`config.mk`:
```
export PLATFORM = sky130hd
export DESIGN_NAME = div32_seq
export DESIGN_NICKNAME = d
export VERILOG_FILES = /design/src/rtl/div32_seq.sv
export SDC_FILE = /design/constraint.sdc
export NUM_CORES = 1
export LEC_CHECK = 0
export CORE_MARGIN = 4
export CORE_UTILIZATION = 55
export CTS_BUF_LIST = sky130_fd_sc_hd__clkbuf_16
export CTS_CLUSTER_SIZE = 16
export DETAILED_ROUTE_END_ITERATION = 8
export PLACE_DENSITY = 0.78
export SETUP_SLACK_MARGIN = 0.4
export SLEW_MARGIN = 20
export SYNTH_ARGS = -nofsm -noshare
export SYNTH_HDL_FRONTEND = slang
export SYNTH_SLANG_ARGS = --single-unit
```
`constraint.sdc`:
```
create_clock -name clk -period 17.1 [get_ports clk]
set_clock_uncertainty 0.15 [all_clocks]
set_input_delay 3.42 -clock clk [delete_from_list [all_inputs] [get_ports clk]]
set_output_delay 3.42 -clock clk [all_outputs]
set_load 0.05 [all_outputs]
```
`src/rtl/div32_seq.sv`:
```
// Sequential 32-bit integer divider (non-restoring, one quotient bit per cycle).
// Every add/subtract on the partial remainder goes through a single addsub32.
// Signed operands are reduced to magnitudes on accept and the signs are applied
// in the FIX cycle. A zero divisor yields q = all ones, r = original dividend.

module addsub32 (
  input  logic [31:0] a,
  input  logic [31:0] b,
  input  logic        sub,
  output logic [31:0] s,
  output logic        cout
);
  // a + b when sub = 0, a - b (a + ~b + 1) when sub = 1
  always_comb begin
    {cout, s} = {1'b0, a} + {1'b0, b ^ {32{sub}}} + {32'd0, sub};
  end
endmodule

module div32_seq #(
  parameter int unsigned WIDTH = 32
) (
  input  logic             clk,
  input  logic             clrn,
  input  logic             start,
  input  logic             sign,
  input  logic [WIDTH-1:0] a,
  input  logic [WIDTH-1:0] b,
  output logic [WIDTH-1:0] q,
  output logic [WIDTH-1:0] r,
  output logic             busy,
  output logic             ready,
  output logic             dz
);
  typedef enum logic [1:0] {IDLE, ITER, FIX, DONE} state_t;

  state_t           state, state_nx;
  logic [4:0]       cnt;
  logic [WIDTH:0]   rem;      // partial remainder: sign bit + 32-bit value
  logic [WIDTH-1:0] qd;       // dividend shifts out the top, quotient bits enter the bottom
  logic [WIDTH-1:0] dvs;      // divisor magnitude
  logic [WIDTH-1:0] a_org;    // un-negated dividend for the divide-by-zero result
  logic             neg_q;
  logic             neg_r;
  logic             dz_lat;

  logic [WIDTH-1:0] as_a;
  logic             as_sub;
  logic [WIDTH-1:0] as_s;
  logic             as_c;
  logic [WIDTH:0]   rem_step;
  logic [WIDTH-1:0] rmag;
  logic [WIDTH-1:0] q_fin;
  logic [WIDTH-1:0] r_fin;

  addsub32 u_addsub (
    .a    (as_a),
    .b    (dvs),
    .sub  (as_sub),
    .s    (as_s),
    .cout (as_c)
  );

  // Adder operand select: shifted remainder during ITER, final correction in FIX
  always_comb begin
    as_a   = {rem[WIDTH-2:0], qd[WIDTH-1]};
    as_sub = ~rem[WIDTH];
    if (state == FIX) begin
      as_a   = rem[WIDTH-1:0];
      as_sub = 1'b0;
    end
  end

  // Result sign bit is the 33-bit sign extension: shifted sign ^ extended operand sign ^ carry.
  // The shifted value's top bit is rem[31]; its 34th bit is redundant because |rem| < divisor.
  always_comb begin
    rem_step = {rem[WIDTH-1] ^ as_sub ^ as_c, as_s};
    rmag     = rem[WIDTH] ? as_s : rem[WIDTH-1:0];
    q_fin    = neg_q ? (~qd + 1'b1) : qd;
    r_fin    = neg_r ? (~rmag + 1'b1) : rmag;
  end

  // State register
  always_ff @(posedge clk or negedge clrn) begin
    if (!clrn) state <= IDLE;
    else       state <= state_nx;
  end

  // Next-state and handshake outputs
  always_comb begin
    state_nx = state;
    busy     = 1'b0;
    ready    = 1'b0;
    case (state)
      IDLE: if (start) state_nx = ITER;
      ITER: begin
        busy = 1'b1;
        if (cnt == 5'd31) state_nx = FIX;
      end
      FIX: begin
        busy     = 1'b1;
        state_nx = DONE;
      end
      DONE: begin
        ready    = 1'b1;
        state_nx = IDLE;
      end
      default: state_nx = IDLE;
    endcase
  end

  // Datapath: operand capture, iteration, sign fix-up and result registers
  always_ff @(posedge clk or negedge clrn) begin
    if (!clrn) begin
      cnt    <= '0;
      rem    <= '0;
      qd     <= '0;
      dvs    <= '0;
      a_org  <= '0;
      neg_q  <= 1'b0;
      neg_r  <= 1'b0;
      dz_lat <= 1'b0;
      q      <= '0;
      r      <= '0;
      dz     <= 1'b0;
    end else begin
      case (state)
        IDLE: if (start) begin
          qd     <= (sign && a[WIDTH-1]) ? (~a + 1'b1) : a;
          dvs    <= (sign && b[WIDTH-1]) ? (~b + 1'b1) : b;
          a_org  <= a;
          neg_q  <= sign & (a[WIDTH-1] ^ b[WIDTH-1]);
          neg_r  <= sign & a[WIDTH-1];
          dz_lat <= (b == '0);
          rem    <= '0;
          cnt    <= '0;
        end
        ITER: begin
          rem <= rem_step;
          qd  <= {qd[WIDTH-2:0], ~rem_step[WIDTH]};
          cnt <= cnt + 5'd1;
        end
        FIX: begin
          if (dz_lat) begin
            q <= '1;
            r <= a_org;
          end else begin
            q <= q_fin;
            r <= r_fin;
          end
          dz <= dz_lat;
        end
        default: ;
      endcase
    end
  end
endmodule
```
==> results of run 1 <==
==> cells in the final DEF (no fill, tap or decap), drive strengths merged, types with 14 or more instances in the layout <==
cell type,instances
dfrtp,204
nand2,181
a21oi,165
o21ai,159
nor2,158
clkdlybuf4s50,133
xor2,107
mux2,70
xnor2,61
ha,41
nor3,27
inv,25
clkbuf,25
o31ai,24
or3,20
and3,19
a22o,19
nor2b,18
mux2i,16
nand3,15
nand4,15
a21o,14
==> state kept, by name, summed over array words and instances, names as in the netlist <==
register / flops
a_org: 32
cnt: 5
dvs: 32
dz: 1
dz_lat: 1
neg_q: 1
neg_r: 1
q: 32
qd: 32
r: 32
rem: 33
state: 2
==> worst min-delay path by stage <==
stage | end | slack [ps] | startpoint
floorplan | a_org[0]$_DFFE_PN0P_ | 300 | a_org[0]$_DFFE_PN0P_
global placement | r[23]$_DFFE_PN0P_ | 310 | r[23]$_DFFE_PN0P_
detailed placement | r[23]$_DFFE_PN0P_ | 320 | r[23]$_DFFE_PN0P_
CTS | r[23]$_DFFE_PN0P_ | 340 | r[23]$_DFFE_PN0P_
global route | dz_lat$_DFFE_PN0P_ | 350 | dz_lat$_DFFE_PN0P_
finish | r[23]$_DFFE_PN0P_ | 340 | r[23]$_DFFE_PN0P_
==> metrics by stage <==
step / worst slack [ps] / std cells
after floorplan: 10880 / 1627
after global placement: 10070 / 2002
after detailed placement: 9980 / 2002
after CTS: 10540 / 2045
after global routing: 10340 / 2047
final: 10520 / 2048
==> per-layer routing <==
metal  vias to the layer above  global-route usage (%)  share of wire [%]
met5                         -                       0                  0
met4                         0                    11.6                4.8
met3                        94                    2.95                5.1
met2                       407                    46.7                 48
met1                      5945                    35.0                 42
li1                       5975                       -                  -
==> worst max-delay path, delay by kind of cell <==
kind	cells	cell delay, ps
AOI/OAI and AO/OA	4	830
xor gates and xnor gates	1	170
buffers and inverters	1	470
and+or+nand+nor	6	1920
==> logic make-up (layout without fill, tap and decap cells) <==
kind of cell,count (synthesis),count (layout)
and+or+nand+nor,518,518
AOI/OAI and AO/OA,488,488
DFF,204,204
xor gates and xnor gates,168,168
buffers and inverters,121,210
muxes,86,86
adders and majority gates,42,42
other,0,2
==> area by class of cell <==
| class | instances | area (um^2) | share of cell area [%] |
|---|---|---|---|
| multi-input combinational | 1302 | 8470 | 51.9 |
| tap | 330 | 413 | 2.53 |
| clock buffer | 24 | 601 | 3.68 |
| timing repair buffer | 144 | 1430 | 8.77 |
| clock inverter | 19 | 219 | 1.34 |
| inverter | 23 | 86.3 | 0.528 |
| antenna | 2 | 5.00 | 0.0306 |
| sequential | 204 | 5110 | 31.3 |
==> results.txt, run 1 <==
After routing the design area is 16300 um^2. Buffers placed on the I/O ports in this run total 134. The synthesis-to-finish area growth came out at 16.5%. The I/O pin count is 135. Synthesis inferred 204 register bits. The most used standard cell by instance count after synthesis is dfrtp_1. The startpoint identified for the worst register-to-register timing path is state[0]$_DFFE_PN0P_. By area the synthesized netlist is led by dfrtp_1 (36%), xor2_1 (6.7%), a21oi_1 (5.9%), mux2_2 (5.6%), o21ai_0 (5.2%). The share of synthesized cell area in and, or, nand and nor gates is 17.4%.

The average wire per cell in the routed design came out at 19.1 um. The clock passes through at most 3 buffers. The number of DRC markers in iteration 0 is 1078. The post-synthesis share of cell area spent on full adders, half adders and majority gates is 3.80%.

The final hold violation count is 0. The area fraction in compound gates after synthesis is 21.6%. The number of setup buffers added after CTS is 0.

In the synthesized netlist, mux cells make up 6.76% of the area. The first-pass GRT wire length is 62500 um. The smallest hold slack came out at 340 ps.

The number of antenna violations at the first check in global routing is 1. The leading area contributor after synthesis is dfrtp_1. The residual DRC count is 0.

The xor-xnor portion of the synthesized cell area is 10.5%. The worst register-to-register path has a depth of 16. Along the worst path, the maximum fanout reaches 4. The total global-route track usage is 27.2%.

In this run the remaining antenna-violating nets after routing total 0. The wire length after detailed routing is 39100 um. The cell area after synthesis is 14000 um^2.

After detailed routing, the number of vias per cell comes to 6.06. The quantity of hold-fixing buffers added after cts came out at 0. The flow ran to the end, and the final reports show no timing, DRC or antenna violations.

The share of the clock period used by the worst path came out at 38.5%. For this run the aggregate overflow at the end of global routing stands at 0. The worst setup path is launched from a primary input. Setup violations remaining at the end of the flow were counted as 0. The starting density of the core came out at 55.8%. For this run, the post-layout net count is 1809. The type of the worst setup path is primary input to flip-flop.

The worst setup slack for register-to-register paths came out at 10860 ps. For this run, asynchronously set or reset flops after synthesis account for 100%. The clock slew at the register clock pins of the worst setup and hold paths came out at 60 ps. The first detailed-routing pass ran for 6 iterations.

In this run the worst setup path begins at a[8]. Setup repair after global routing left no endpoint under its margin. After synthesis, the largest area contributor takes up 36.4% of total cell area. By area, the combinational part of the netlist is dominated by compound AO/OA/AOI/OAI gates.

The capture point of the critical path is qd[30]$_DFFE_PN0P_. Measured on the finished design, the core utilization comes to 65.1%. The count of maximum capacitance violations came out at 0.

The post-cts resize count is 0. The maximum number of pins on one net before global-route repair came out at 107. In this run the worst hold path is classified as flip-flop to flip-flop. The via count of the first global-routing pass came to 11900. The final HPWL from detailed placement came out at 29500 um.

The post-synthesis area per instance came out at 8.62 um^2. Traced cell by cell, the critical path runs through clkdlybuf4s50_1, or4_1, or3_1, or3_1, nor3_1, nand2_1, o41ai_1, o21ai_0, xnor2_1, nor2_1, a21oi_1, a21oi_1. The filler cell count is 2129. The die width is 168 um. The final-report max-slew violation count is 0. The post-synthesis cell count is 1627.

Summing over every cut layer, the via total after detailed routing is 12400. The cell area after placement is 15500 um^2. The cell type of the slowest stage on the worst timing path is or4_1.

TritonCTS built the clock tree. The layout cell share with drive strength beyond 1 is 9.21%. Routability-driven placement finished with a final weighted congestion of 0.941. The later-pin clock latency in the skew report came out at 540 ps. The data required time of the worst path came out at 17330 ps. The critical path's largest stage delay came out at 580 ps. The placement row count is 58. The die area came out at 28100 um^2.

The worst setup path is captured at a flip-flop. The number of nets in the synthesized netlist is 1737. Among all flip-flop cells after synthesis, the most frequent one is dfrtp_1.

The die boundary height came out at 168 um. The maximum clock rate is 152 MHz. The number of clock buffers inserted by TritonCTS is 24.

The number of warning messages in the yosys log is 0. The number of clock sinks came out at 204. The synthesized design contains 0 enable-type register cells. The worst register-to-register path ends at r[26]$_DFFE_PN0P_. After layout, the minimum clock period comes to 6580 ps.

The H-tree depth is 1. The number of stages on the worst hold path is 1. The endpoint arrival time on the critical path came out at 6820 ps. In this run the clock root is driven by a clkbuf_16.

For the pin with the worst max-slew slack, the measured transition is 1020 ps. The core area is 25100 um^2. Counting instances in the post-synthesis netlist gives the leading cell types as dfrtp_1 (204), nand2_1 (181), a21oi_1 (164). The number of distinct library cell variants in the gate-level netlist after synthesis came out at 89. The setup TNS is 0 ps. The proportion of synthesized chip area in sequential cells is 36.4%. The worst relative slew slack is 32.2%.
Power of run 1 is left out: the tool's default activity adds up to more than one toggle a clock period on the data nets, which glitch-free logic cannot reach.
==> run 2: changes to the inputs <==
Clock period 17.1 ns to 6.7 ns, I/O delays scaled along.
==> run 2 against run 1 <==
Against the previous run: utilization fell by 0.43 points; wire length rose by 1.1%; highest routed layer unchanged; sequential cell count did not move; register-to-register slack got worse by 9800 ps; global-route usage rose by 0.24 points; sequential share of layout area rose by 0.21 points.
==> results.txt, run 2 (same netlist as run 1, synthesis figures left out) <==
The worst hold path belongs to the class flip-flop to flip-flop. The number of cells on the worst reg-to-reg path is 16. The number of iterations in the first detailed-routing pass is 5. The worst relative slew slack came out at 31.6%. Along the worst hold path, the cell count comes to 2. The worst-path maximum fanout came out at 63. The via count of the first global-routing pass was 11900. The clock period could shrink to 5640 ps. The final hold violation count is 0. In this run the tool buffered the top-level ports with 134 buffer cells. The core area came out at 25100 um^2. The slew of the pin with the lowest slew margin is 1030 ps. The number of setup buffers added after CTS is 0. The number of clock buffers inserted by TritonCTS is 23.

The average wire per cell in the routed design came out at 19.3 um. The clock slew at the register clock pins of the worst setup and hold paths came out at 60 ps. The per-cell via count in the routed design is 6.05. The first global-routing pass estimated 63500 um of wire. The register with the most flip-flops in the final layout is rem. The die area is 28100 um^2. The total setup violations reported at the end of the flow came out at 0. The post-route netlist has 8.75% of its cells at a drive strength greater than 1. The number of antenna violations at the first check in global routing was 0. The run finished with clean final reports. The residual DRC count came out at 0. The count of maximum capacitance violations is 0.

The detail route stage leaves a number of antenna-violating nets equal to 0. The setup TNS came out at 0 ps. The clock tree from TritonCTS is built.

Across every metal layer, demand over resource in global routing totals 27.4%. The number of antenna diodes in the final layout is 0. Setup repair after global routing left no endpoint under its margin.

The cell chosen for the clock root is clkbuf_16. STA classifies the critical path startpoint as a flip-flop. The starting density of the core came out at 55.8%.

The register with the most flip-flops in the layout has 33 of them. The maximum clock rate came out at 177 MHz. Cells fill 64.6% of the core in the end. The maximum number of pins on one net before global-route repair came out at 107. The final-report max-slew violation count is 0. The post-cts resize count is 0. The final HPWL from detailed placement is 29500 um. The data required time of the worst path came out at 6960 ps. The quantity of hold-fixing buffers added after cts came out at 0. In this run the number of H-tree levels came out at 1. The maximum clock path buffer count came out at 3. The placement row count is 58. Routability-driven placement finished with a final weighted congestion of 0.932. 135 I/O pins were placed. In this run the horizontal extent of the chip is 168 um. The endpoint arrival time on the critical path came out at 5900 ps. For the worst-skew pair, the clock arrives at the later sink with an insertion delay of 540 ps. The wire length after detailed routing is 39500 um. At the end of the flow, the number of nets in the layout was 1808. The number of clock sinks is 204. The filler cell count is 2133.

The synthesis-to-finish area growth is 15.8%. The detailed router finished its first iteration with 990 violations. The total overflow left after global routing is 0. The type of the worst setup path is flip-flop to flip-flop. Leaving out fill and tap cells, the most frequent cells in the layout are dfrtp_1 (202), nand2_1 (180), a21oi_1 (164). The overall via count from detail_route came out at 12400.

From bottom edge to top edge, the die measures 168 um. STA classifies the critical path endpoint as a flip-flop. Of the available clock period, the critical path in the final layout requires 84.2%. Leaving out fill and tap cells, the most frequent cell in the layout is dfrtp_1.
-- run 2: cell count changes in the layout (fill, tap and decap cells not counted), sizes merged --
| cell | previous run | this run |
|---|---|---|
| inv | 25 | 32 |
| clkbuf | 25 | 24 |
| clkinv | 12 | 7 |
| bufinv | 4 | 2 |
| diode | 2 | 0 |
-- run 2: layout make-up --
| type | count | area (um^2) | share of cell area (%) |
|---|---|---|---|
| Sequential cell | 204 | 5110 | 31.5 |
| Tap cell | 330 | 413 | 2.54 |
| Timing Repair Buffer | 144 | 1420 | 8.75 |
| Multi-Input combinational cell | 1302 | 8470 | 52.2 |
| Clock inverter | 19 | 153 | 0.941 |
| Inverter | 23 | 86.3 | 0.532 |
| Clock buffer | 23 | 576 | 3.55 |
-- run 2: critical path: stages, from the launching register on --
cell and delay, ps:
dfrtp_1 410, inv_1 140, ha_4 250, buf_4 570, mux2_2 410, ha_1 390, a21oi_1 340, o21ai_1 230
o311ai_1 480, nand3_1 160, xor2_1 190, o41a_1 400, a211o_1 280, or4b_4 530, o31ai_1 290, or3_1 170
nand3b_1 80
-- run 2: path summary, 6_finish.rpt --
kind | startpoint | end | slack [ps]
max | state[0]$_DFFE_PN0P_ | r[30]$_DFFE_PN0P_ | 1060
min | a_org[0]$_DFFE_PN0P_ | a_org[0]$_DFFE_PN0P_ | 350
max reg2reg | state[0]$_DFFE_PN0P_ | r[30]$_DFFE_PN0P_ | 1060
min reg2reg | a_org[0]$_DFFE_PN0P_ | a_org[0]$_DFFE_PN0P_ | 350
max in group asynchronous | clrn | q[14]$_DFFE_PN0P_ | 4510
min in group asynchronous | clrn | q[30]$_DFFE_PN0P_ | 720
-- run 2: per-stage QoR --
stage | instances | worst slack, ps | area [um^2] | hold slack (ps)
global placement | 2003 | 1350 | 15500 | 316
finish | 2045 | 1060 | 16200 | 348
detailed placement | 2003 | 1200 | 15500 | 340
global route | 2045 | 715 | 16200 | 368
CTS | 2045 | 1160 | 16200 | 353
floorplan | 1627 | 752 | 14000 | 300
-- run 2: layer usage --
metal | GRT usage (%) | up-vias | share of wire, %
li1 | - | 5957 | -
met1 | 36.5 | 5861 | 42
met2 | 45.9 | 456 | 48
met3 | 3.09 | 93 | 5.9
met4 | 11.3 | 0 | 4.7
met5 | 0 | - | 0
Power of run 2 is left out for the same reason.
